==> src/rtl/alu_mul_seq_if.sv <==
// Handshake and external add/sub slice bundle for the sequential 4x4 multiplier.
interface alu_mul_seq_if;
  logic       start;
  logic [3:0] mcand;
  logic [3:0] mplier;
  logic       alu_ctrl;
  logic [3:0] alu_a;
  logic [3:0] alu_b;
  logic [3:0] alu_s;
  logic       alu_co;
  logic       busy;
  logic       done;
  logic [7:0] product;

  modport slave (
    input  start, mcand, mplier, alu_s, alu_co,
    output alu_ctrl, alu_a, alu_b, busy, done, product
  );

  modport master (
    output start, mcand, mplier, alu_s, alu_co,
    input  alu_ctrl, alu_a, alu_b, busy, done, product
  );
endinterface

==> src/rtl/alu_mul_seq.sv <==
// Shift-add 4x4 unsigned multiplier driving an external 4-bit adder slice.
// Optional zero-operand shortcut: define ALU_MUL_SEQ_EARLY_EXIT_EN.
module alu_mul_seq (
  input  logic           clk,
  input  logic           rst,
  alu_mul_seq_if.slave   bus
);
  localparam logic [1:0] S_IDLE = 2'd0;
  localparam logic [1:0] S_RUN  = 2'd1;
  localparam logic [1:0] S_DONE = 2'd2;

  logic [1:0] r_state;
  logic [3:0] r_m;
  logic [3:0] r_phi;
  logic [3:0] r_q;
  logic [1:0] r_cnt;
  logic [7:0] r_product;
  logic [7:0] w_next_pq;
  logic       w_accept;

  // Carry lands in the top bit of the shifted pair, so it is never dropped.
  assign w_next_pq = {bus.alu_co, bus.alu_s, r_q[3:1]};
  assign w_accept  = bus.start && (r_state != S_RUN);

  assign bus.alu_ctrl = 1'b0;
  assign bus.alu_a    = r_phi;
  assign bus.alu_b    = r_q[0] ? r_m : 4'h0;
  assign bus.busy     = (r_state == S_RUN);
  assign bus.done     = (r_state == S_DONE);
  assign bus.product  = r_product;

`ifdef ALU_MUL_SEQ_EARLY_EXIT_EN
  logic w_zero_op;
  assign w_zero_op = (bus.mcand == 4'h0) || (bus.mplier == 4'h0);
`endif

  always_ff @(posedge clk) begin
    if (rst) begin
      r_state   <= S_IDLE;
      r_m       <= 4'h0;
      r_phi     <= 4'h0;
      r_q       <= 4'h0;
      r_cnt     <= 2'd0;
      r_product <= 8'h00;
    end else if (w_accept) begin
      r_m   <= bus.mcand;
      r_q   <= bus.mplier;
      r_phi <= 4'h0;
      r_cnt <= 2'd0;
`ifdef ALU_MUL_SEQ_EARLY_EXIT_EN
      if (w_zero_op) begin
        r_state   <= S_DONE;
        r_product <= 8'h00;
      end else begin
        r_state <= S_RUN;
      end
`else
      r_state <= S_RUN;
`endif
    end else begin
      case (r_state)
        S_RUN: begin
          {r_phi, r_q} <= w_next_pq;
          r_cnt        <= r_cnt + 2'd1;
          if (r_cnt == 2'd3) begin
            r_state   <= S_DONE;
            r_product <= w_next_pq;
          end
        end
        S_DONE:  r_state <= S_IDLE;
        default: r_state <= S_IDLE;
      endcase
    end
  end
endmodule

==> src/flat_wrapper.sv <==
// flat-port wrapper written by rule: the top's interface ports become plain ports
module alu_mul_seq_flat 
  (clk, rst, bus_start, bus_mcand, bus_mplier, bus_alu_s, bus_alu_co, bus_alu_ctrl, bus_alu_a, bus_alu_b, bus_busy, bus_done, bus_product);
  alu_mul_seq_if bus_i ();
  input  logic clk;
  input  logic rst;
  input wire logic [$bits(bus_i.start)-1:0] bus_start;
  input wire logic [$bits(bus_i.mcand)-1:0] bus_mcand;
  input wire logic [$bits(bus_i.mplier)-1:0] bus_mplier;
  input wire logic [$bits(bus_i.alu_s)-1:0] bus_alu_s;
  input wire logic [$bits(bus_i.alu_co)-1:0] bus_alu_co;
  output wire logic [$bits(bus_i.alu_ctrl)-1:0] bus_alu_ctrl;
  output wire logic [$bits(bus_i.alu_a)-1:0] bus_alu_a;
  output wire logic [$bits(bus_i.alu_b)-1:0] bus_alu_b;
  output wire logic [$bits(bus_i.busy)-1:0] bus_busy;
  output wire logic [$bits(bus_i.done)-1:0] bus_done;
  output wire logic [$bits(bus_i.product)-1:0] bus_product;
  assign bus_i.start = bus_start;
  assign bus_i.mcand = bus_mcand;
  assign bus_i.mplier = bus_mplier;
  assign bus_i.alu_s = bus_alu_s;
  assign bus_i.alu_co = bus_alu_co;
  assign bus_alu_ctrl = bus_i.alu_ctrl;
  assign bus_alu_a = bus_i.alu_a;
  assign bus_alu_b = bus_i.alu_b;
  assign bus_busy = bus_i.busy;
  assign bus_done = bus_i.done;
  assign bus_product = bus_i.product;
  alu_mul_seq u_core (.clk(clk), .rst(rst), .bus(bus_i));
endmodule
==> config.mk <==
export PLATFORM = sky130hd
export DESIGN_NAME = alu_mul_seq_flat
export DESIGN_NICKNAME = d
export VERILOG_FILES = /design/src/rtl/alu_mul_seq_if.sv /design/src/rtl/alu_mul_seq.sv /design/src/flat_wrapper.sv
export SDC_FILE = /design/constraint.sdc
export NUM_CORES = 1
export LEC_CHECK = 0
export ABC_AREA = 1
export ABC_CLOCK_PERIOD_IN_PS = 1500
export BUFFER_PORTS_ARGS = -buffer_cell sky130_fd_sc_hd__buf_4
export CAP_MARGIN = 30
export CORE_UTILIZATION = 30
export CTS_CLUSTER_DIAMETER = 120
export DETAILED_ROUTE_END_ITERATION = 12
export SYNTH_ARGS = -nofsm -noshare
export SYNTH_HDL_FRONTEND = slang
export SYNTH_SLANG_ARGS = --single-unit
==> constraint.sdc <==
create_clock -name clk -period 1.5 [get_ports clk]
set_clock_uncertainty 0.2 [all_clocks]
set_input_delay 0.15 -clock clk [delete_from_list [all_inputs] [get_ports clk]]
set_output_delay 0.15 -clock clk [all_outputs]
set_load 0.01 [all_outputs]
==> metrics list, run 1 <==
- Counting I/O delays and the setup requirement, the final critical path takes 1.44 ns.
- Worst Slack Setup Final: 0.0620 ns
- Global-route usage over all layers: 0.155
* Overall die area: 3490 um2
* Overflow after GRT: 0
- The path class of the tightest hold or removal check is input port to flip-flop.
* Path depth of the worst reg2reg path: 5
* Fin util: 0.470
- The tree is rooted in a clkbuf_4.
- Wire length on met3: 124 um
- Setup crit end kind: output pin
* VDD IR-drop max: 0.448 mV
- Dividing the final minimum period by the clock period gives 0.959.
- TritonCTS created 3 clock buffers.
- Detailed placement HPWL: ~1700 um
- Worst setup slack before clock tree synthesis: 0.246 ns
- Layout overhead on the synthesized area: 48.0%
- Total Neg Setup Slack: 0 ns
- Max H-tree Level: 1
- Initial antenna violation count: 0
- Post-synthesis sequential element count: 24
* Number of cells produced by synthesis: 129
- Residual DRC: 0
- Across the run, the number of max-cap violations was 0.
- Cells on Worst Hold Path: 3
- The worst setup path is launched from a flip-flop.
- In the final layout, flip-flops and latches occupy 482 um2.
- Clock transition at the register clock pins on the worst setup and hold paths after CTS: 0.12 ns
- In the routed layout, each cell is associated on average with a via count of around 4.4.
- Summed over all layers, the routed wires come to 2370 um.
- Across all layers, the routed design uses 984 vias.
- The netlist uses 18 different library cells.
- Of the total synthesized cell area, the portion taken by AND, OR, NAND and NOR gates is 0.350.
- Port buffering added 33 buffers.
- Slowest CP cell: dfxtp_2
- Later-pin clock latency in the skew report: 0.30 ns
- Data required time at the worst endpoint: 1.15 ns
- Synthesized cell area: a little under 1000 um2
- Wire segments on met2 add up to 1180 um in the final route.
- Site row count: 20
- The highest layer touched by signal routing is met4.
* Routability congestion estimate from global placement: 0.723
* Top cells by area, synth: dfxtp_1, nand2_1, nand3_1
- The detailed router put a total of 1050 um of wire on met1.
- Summing all multi-input logic gate instances after layout gives 418 um2.
* Vert. Die Dim: 59.1 um
- Static Leak: between 0.7 and 0.8 nW
- For this block, the initial DRC count from the detailed router was 25.
* Die Span X: just under 60 um
- Clock tree from TritonCTS: yes
- Drt first pass iters: 4
- Core footprint: just over 3000 um2
* Run status: complete, no violations
* Number of global-route vias before repair: a little under 1,000
* Pin count of the biggest net entering global routing: 16
- The biggest area contributor in the post-synthesis netlist is dfxtp_1.
- Total power draw: 1.13 mW
- Longest individual stage delay on the worst path: 0.37 ns
- The fraction of the mapped netlist area in compound gates came to 0.0512.
* Final number of max-transition violations: 0
- Seq/Total Area, Yosys: 0.491
- Based on the critical path, the design can be clocked at up to approximately 700 MHz.
- Effective utilization at floorplan: 0.318
* Adder-cell share of the synthesized area: 0.0128
- Setup repair after global routing left no endpoint under its margin.
- Worst-path fanout max: 7
- Post-Syn Area per Cell: 7.58 um2
* Largest family of logic cells by synthesized area: simple AND/OR/NAND/NOR gates
- Number of nets with antenna violations after routing: 0
- Clock buffer depth: 2
* First-pass GRT wire length: 4140 um
* Proportion of synthesized area in mux cells: 0
- Antenna Diode Count: 0
* Boundary Pins: 35
* Number of clock sinks: 24
- Critical Path AT: 1.09 ns
- Filler cell count: 323
- Synthesis produced a netlist with a net count of 146.
- Power spread over the standard cell area amounts to 782 nW/um2.
- Fin nets: 198
- Of the total synthesized cell area, the portion taken by XOR and XNOR cells is 0.00895.
* Number of warnings issued by yosys: 0
* Final hold violation count: 0
- After detailed routing, the average wire length per cell comes to between 10 and 15 um.
- Setup violations remaining at the end of the flow were counted as 0.
* Setup Crit Path Kind: flip-flop to output pin
- Of the post-synthesis cell area, the dominant cell type holds 0.491.
* Proportion of layout cells with a drive suffix above 1: 0.274
- The signal on the critical path passes through inv_2, nor2_4, buf_6, buf_4.
-- area by class of cell --
| class | instances | share of cell area |
|---|---|---|
| Tap cell | 44 | 0.0380 |
| Timing Repair Buffer | 51 | 0.291 |
| Clock buffer | 3 | 0.0156 |
| Sequential cell | 24 | 0.333 |
| Multi-Input combinational cell | 88 | 0.289 |
| Inverter | 13 | 0.0337 |
-- registers in the layout (all words and copies together) (netlist names) --
| name | flops |
|---|---|
| u_core.bus.product | 8 |
| u_core.bus.alu_a | 4 |
| u_core.r_m | 4 |
| u_core.r_state | 2 |
| u_core.r_q | 4 |
| u_core.r_cnt | 2 |
-- report_power, final --
group	internal, mW	total, mW	switching (mW)
clock	0.0938	0.271	0.177
sequential	0.662	0.679	0.0167
combinational	0.0954	0.181	0.0860
total	0.851	1.13	0.280
-- cell families (layout without fill, tap and decap cells) --
logic type,Yosys count,count (layout)
compound gates,10,10
xor+xnor,1,1
fa+ha+maj,1,1
buf+inv,17,67
flops,24,24
other cells,1,1
simple gates,75,75
-- placed cells by master (no fill, tap or decap) --
cell,n
inv_2,3
nand2_4,1
nand2_1,40
ha_1,1
nand2_2,2
nor2_1,10
nor2_8,1
buf_6,1
nand3_1,20
a21oi_1,6
xor2_1,1
dlygate4sd3_1,14
buf_4,36
inv_1,10
conb_1,1
nor2_4,1
dfxtp_2,1
dfxtp_1,23
o21ai_0,4
clkbuf_4,3
-- final timing paths --
path         slack, ns           startpoint                  end
max               0.06    u_core.r_state[0]             bus_busy
min               0.02            bus_start    u_core.r_state[0]
max reg2reg       0.21    u_core.r_state[1]      u_core.r_cnt[0]
min reg2reg       0.27  u_core.bus.alu_a[2]  u_core.bus.alu_a[2]
-- through the flow --
stage / cell area, um2 / instances / hold slack [ns]
after floorplan: 978 / 129 / 0.0357
after global placement: 1270 / 205 / 0.153
after detailed placement: 1270 / 205 / 0.158
after CTS: 1440 / 222 / 0.00685
after global routing: 1450 / 223 / 0.0409
final: 1450 / 223 / 0.0174
-- cells in the mapped netlist, drive strengths merged --
cell type,number
conb,1
dfxtp,24
o21ai,4
ha,1
xor2,1
nand3,20
inv,13
nor2,12
nand2,43
a21oi,6
buf,4
-- worst max-delay path, delay by kind of cell, from the launching register on --
family	cells	cell delay, ns
buffers and inverters	3	0.31
DFF	1	0.37
and+or+nand+nor	1	0.11
-- per-layer routing --
| metal | vias up | track usage |
|---|---|---|
| li1 | 509 | - |
| met4 | 0 | 0.0170 |
| met2 | 25 | 0.292 |
| met3 | 2 | 0.0459 |
| met1 | 448 | 0.177 |
| met5 | - | 0 |
-- timing repair --
action	CTS	global route
endpoints found under the hold margin	21	0
buffers inserted	0	1
hold buffers	14	0
endpoints found under the setup margin	1	1
gates resized for setup	2	0
Power figures use the tool's default switching activity.
==> run 2, diff against run 1 <==
Settings changed: CORE_UTILIZATION 30 to 40, PLACE_DENSITY set to 0.67.
==> run 2 against run 1 <==
Net effect:
- register-to-register slack worse by 0.06 ns
- sequential share of layout area down 0.17 points
- sequential cell count unchanged
- clock power up 24%
- critical path type unchanged
==> metrics list, run 2 (synthesized netlist as in run 1, its figures left out) <==
- The number of max-cap violations came to 0 (unchanged).
* RSZ-0062 raised after global routing: no
- Count of buffers from port buffering: 33 (unchanged)
- Final number of max-transition violations: 0 (unchanged)
- The count of standard-cell rows was 17 (-15%).
* Overall die area: 2650 um2 (-24%)
* Overflow after GRT: 0 (unchanged)
- Clock buffer depth: 2 (unchanged)
- Power per standard cell area: 824 nW/um2 (+5.4%)
- The via count of the first global-routing pass was 912 (-5.9%).
- The largest vdd supply drop came to 0.565 mV (+26%).
- The biggest fanout along the worst timing path is 6 (-1).
- The routed via count came to 980 (-0.41%).
- Detailed-route wire length per cell: 11.1 um (+4.4%)
- The final net count was 200 (+1.0%).
- The starting DRC count in detailed routing came to 17 (-32%).
- Max H-tree Level: 1 (unchanged)
- The height of the die is 51.5 um (-13%).
- The placer congestion estimate came to 0.733 (+1.4%).
- Clock tree from TritonCTS: yes
* Min-delay worst type: flip-flop to flip-flop
- Effective utilization at floorplan: 0.434 (+0.116)
- The ratio of final minimum period to clock period is 0.960 (+0.00129).
- The library cells used most frequently in the layout, excluding fill and tap cells, are nand2_1, buf_4, dfxtp_1.
- The first-pass iteration count of the detailed router is 4 (unchanged).
* Run status: complete, no violations
- The TritonCTS buffer count was 3 (unchanged).
- The initial antenna violation count is 0 (unchanged).
- Pin count of the biggest net entering global routing: 14 (-2)
* First-pass GRT wire length: 3920 um (-5.3%)
- The total global routing track utilization is 0.199 (+0.0439).
- Data required time at the worst endpoint: 1.15 ns (about the same)
* Setup crit end kind: output pin
* Final wirelength: 2330 um (-1.6%)
* Die Span X: 51.5 um (-13%)
* Proportion of layout cells with a drive suffix above 1: 0.280 (+0.00648)
* Antenna Diode Count: 0 (unchanged)
- The clock sink count was 24 (unchanged).
* Flip-flop count of the largest register after layout: 8 (unchanged)
- The clock latency at the later pin of the worst-skew pair was 0.31 ns (about the same).
* Number of nets with antenna violations after routing: 0 (unchanged)
- The total leakage power was 0.777 nW (+1.9%).
* Buffer cell driving the clock tree root: clkbuf_4
- The worst setup path is launched from a flip-flop.
* Number of vias per cell after detailed routing: 4.67 (+5.8%)
- The final hold violation count came to 0 (unchanged).
- Boundary Pins: 35 (unchanged)
- The final hold slack was 0.276 ns (+0.259 ns).
* Clock transition at the register clock pins on the worst setup and hold paths after CTS: 0.13 ns (about the same)
* Detailed placement HPWL: 1540 um (-7.6%)
* F_max: 694 MHz (-0.13%)
* Critical Path AT: 1.09 ns (about the same)
- The total negative slack is 0 ns (unchanged).
- Setup Crit Path Kind: flip-flop to output pin
- The area of the core region came to 2250 um2 (-27%).
- The shortest period the worst path allows was 1.44 ns (+0.00193 ns).
* Setup violators final: 0 (unchanged)
* Layout overhead on the synthesized area: 48.7%
* Most common cell after layout, fill and taps aside: nand2_1
* Residual DRC: 0 (unchanged)
-- run 2: power by group --
part | leakage [nW] | internal, mW | total, mW | switching [mW]
combinational | 0.560 | 0.0985 | 0.185 | 0.0860
clock | 0.0210 | 0.148 | 0.335 | 0.187
sequential | 0.196 | 0.662 | 0.679 | 0.0168
total | 0.777 | 0.909 | 1.20 | 0.290
-- run 2: worst paths after layout --
kind                                           from                   to  slack (ns)  cells after the start
worst max-delay path              u_core.r_state[0]             bus_busy        0.06                      4
worst min-delay path            u_core.bus.alu_a[3]  u_core.bus.alu_a[3]        0.28                      2
worst max register to register    u_core.r_state[1]      u_core.r_cnt[0]        0.15                      5
worst min register to register  u_core.bus.alu_a[3]  u_core.bus.alu_a[3]        0.28                      2
-- run 2: stage by stage --
| step | area [um2] | util | power, mW | setup WS (ns) | cells |
|---|---|---|---|---|---|
| after global routing | 1460 | 0.645 | 1.26 | 0.00126 | 210 |
| after CTS | 1450 | 0.642 | 1.20 | 0.0303 | 209 |
| after detailed placement | 1250 | 0.555 | 0.838 | 0.169 | 189 |
| final | 1460 | 0.645 | 1.20 | 0.0600 | 210 |
| after global placement | 1250 | 0.555 | 0.834 | 0.178 | 189 |
| after floorplan | 978 | - | 0.773 | 0.335 | 129 |
-- run 2: layer usage --
layer | vias up | GRT usage | wire length (um)
li1 | 508 | - | -
met1 | 442 | 0.264 | 1080
met2 | 28 | 0.320 | 1130
met3 | 2 | 0.0298 | 107
met4 | 0 | 0.0811 | 13
met5 | - | 0 | 0
-- run 2: repair_timing --
action,CTS,global route
pin swaps,1,0
hold buffers,15,0
hold endpoints to repair,22,0
setup buffers,1,1
gates resized for setup,1,0
endpoints found under the setup margin,1,1
-- run 2: critical path: stages (launching register included) --
cell and delay [ns]:
dfxtp_2 0.36, inv_2 0.04, nor2_4 0.11, buf_4 0.15, buf_4 0.12
-- run 2: layout make-up --
type / instances / area (um2)
Tap cell: 28 / 35.0
Sequential cell: 24 / 482
Multi-Input combinational cell: 88 / 418
Inverter: 13 / 48.8
Clock buffer: 4 / 36.3
Timing Repair Buffer: 53 / 435
Fill cell: 204 / 800
==> run 3, diff against run 2 <==
Settings changed: RECOVER_POWER set to 25.
==> run 3 against run 2 <==
Net effect:
- worst setup slack improved by 0.0014 ns
- design area decreased by 2.6%
- combinational power barely moved
- global-route usage unchanged
- fmax about the same
- non-clock buffer count unchanged
- sequential power hardly changed
- critical path type unchanged
- largest power group unchanged
==> metrics list, run 3 (synthesized netlist as in run 1, its figures left out) <==
* Run status: complete, no violations
- The relative contribution of sequential cells to total power came to 0.567 (about the same).
* Data required time at the worst endpoint: 1.15 ns (about the same)
- The routed via count divided by cell count came to 4.72 (+1.1%).
* Startpoint of the most critical hold path: u_core.bus.alu_a[3]
* Fin util: 0.629 (-0.0166)
- The ratio of cells with drive above 1 in the final layout is 0.225 (-0.0549).
- Clock network power share: 0.281 (about the same)
* VDD IR-drop max: 0.566 mV (+0.14%)
* Area after detailed placement: 1250 um2 (unchanged)
- Portion of the clock cycle consumed by the worst path in the final layout: 0.959 (about the same)
- The endpoint arrival time on the critical path was 1.09 ns (about the same).
- Antenna Diode Count: 0 (unchanged)
- Cts bufs inserted: 3 (unchanged)
- The post-route cell area came to 1420 um2 (-2.6%).
- In this run the clock root is driven by a clkbuf_4.
- Die Span X: 51.5 um (unchanged)
* Site row count: 17 (unchanged)
- Internal power: 0.906 mW (-0.28%)
- Fin nets: 200 (unchanged)
- The flip-flop count of the largest register, all copies and words added is 8 (unchanged).
- The clock slew seen by the registers of the worst setup and hold paths came to 0.13 ns (about the same).
* Kind of start point of the critical path: flip-flop
* Total number of vias: 991 (+1.1%)
* Endpoint of the worst register-to-register path: u_core.r_cnt[0]
* First-pass GRT wire length: 3920 um (unchanged)
- The detailed-placement wirelength estimate was 1540 um (unchanged).
- The worst-case setup margin in the final layout was 0.0614 ns (+0.00142 ns).
- Worst setup slack before clock tree synthesis: 0.169 ns (unchanged)
- The share of total power in combinational logic came to 0.152 (-0.002).
- The placer congestion estimate is 0.733 (unchanged).
- DRT iter0 DRCs: 21 (+4)
* Reg-to-reg critical path startpoint: u_core.r_state[1]
- Layout overhead on the synthesized area: 44.9%
* Final hold violation count: 0 (unchanged)
* Clock tree from TritonCTS: yes
* Most common cell after layout, fill and taps aside: nand2_1
- The routed wirelength normalized by instance count was 11.0 um (-0.73%).
- The biggest fanout along the worst timing path came to 6 (unchanged).
- Boundary Pins: 35 (unchanged)
* Count of buffers from port buffering: 33 (unchanged)
- Vert. Die Dim: 51.5 um (unchanged)
- Max H-tree Level: 1 (unchanged)
- The switching power total came to 0.291 mW (+0.41%).
- The initial core utilization came to 0.434 (unchanged).
* Residual DRC: 0 (unchanged)
* Number of clock sinks: 24 (unchanged)
- Number of nets with antenna violations after routing: 0 (unchanged)
- Overflow after GRT: 0 (unchanged)
* Highest-count cells in the layout ignoring fill and taps: nand2_1, buf_4, dfxtp_1
- Switching share of power: 0.243 (+0.00127)
- Cells on Worst Hold Path: 2 (unchanged)
* Drt first pass iters: 4 (unchanged)
* Number of global-route vias before repair: 912 (unchanged)
- Pin count of the biggest net entering global routing: 14 (unchanged)
- The clock latency at the later pin of the worst-skew pair is 0.31 ns (about the same).
- The total power density per cell area was 845 nW/um2 (+2.5%).
* Total Neg Setup Slack: 0 ns (unchanged)
- F_max: 695 MHz (about the same)
- Number of maximum-capacitance violations: 0 (unchanged)
- The initial antenna violation count was 0 (unchanged).
- The total leakage power came to 0.735 nW (-5.5%).
* Final wirelength: 2310 um (-0.73%)
* Setup Crit Path Kind: flip-flop to output pin
* Final number of max-transition violations: 0 (unchanged)
- The register-to-register path setup slack is 0.15 ns (about the same).
- Global-route usage over all layers: 0.199 (unchanged)
- Core footprint: 2250 um2 (unchanged)
- The number of cells on the worst reg-to-reg path came to 5 (unchanged).
- Clock buffer depth: 2 (unchanged)
- The shortest period the worst path allows came to 1.44 ns (-0.00142 ns).
- RSZ-0062 raised after global routing: no
- Setup violators final: 0 (unchanged)
* Destination of the worst hold path: u_core.bus.alu_a[3]
- Setup crit end kind: output pin
- Overall die area: 2650 um2 (unchanged)
- The min-delay analysis places its worst path in the category flip-flop to flip-flop.
[run 3: cell types whose count changed in the layout (fill, tap and decap cells not counted), sizes merged]
cell    change
clkbuf     +10
buf        -10
[run 3: area by class of cell]
type,count,area [um2]
sequential,24,482
fill,212,837
tap,28,35.0
clock buffer,4,36.3
multi-input combinational,88,418
timing repair buffer,53,398
inverter,13,48.8
[run 3: worst max-delay path by stage]
stage / from / to / slack [ns] / depth (start not counted)
5_1_grt: u_core.r_state[0] / bus_busy / 0.001 / 4
2_1_floorplan: u_core.r_state[1] / u_core.r_cnt[0] / 0.33 / 5
6_report: u_core.r_state[0] / bus_busy / 0.06 / 4
3_3_place_gp: u_core.r_state[0] / u_core.bus.product[1] / 0.18 / 6
3_5_place_dp: u_core.r_state[0] / u_core.bus.product[2] / 0.17 / 6
4_1_cts: u_core.r_state[0] / bus_busy / 0.03 / 4
[run 3: power groups by stage]
stage | Combinational, mW | Sequential (mW) | Clock [mW]
6_report | 0.182 | 0.679 | 0.337
3_5_place_dp | 0.144 | 0.694 | 0
5_1_grt | 0.202 | 0.682 | 0.370
4_1_cts | 0.180 | 0.680 | 0.344
3_3_place_gp | 0.142 | 0.692 | 0
2_1_floorplan | 0.0813 | 0.691 | 0
[run 3: routing by layer]
metal	vias up	wire [um]	track usage	share of wire
met4	0	13	0.0811	0.0056
met3	2	129	0.0298	0.056
met1	448	1030	0.264	0.45
li1	508	-	-	-
met2	33	1140	0.320	0.49
met5	-	0	0	0
[run 3: metrics by stage]
step	std cells	hold WS (ns)	power, mW
after floorplan	129	0.0357	0.773
after global placement	189	0.151	0.834
after detailed placement	189	0.155	0.838
after CTS	209	0.277	1.20
after global routing	210	0.301	1.25
final	210	0.273	1.20
[run 3: worst max-delay path, stage by stage, from the launching register on]
cell	delay, ns
dfxtp_2	0.36
inv_2	0.04
nor2_4	0.11
buf_4	0.15
buf_4	0.12
[run 3: repair_timing]
item	CTS	global route
endpoints found under the hold margin	22	0
endpoints found under the setup margin	1	1
gates resized for setup	1	0
pin swaps	1	0
hold buffers	15	0
cloned	0	0
setup buffers	1	1
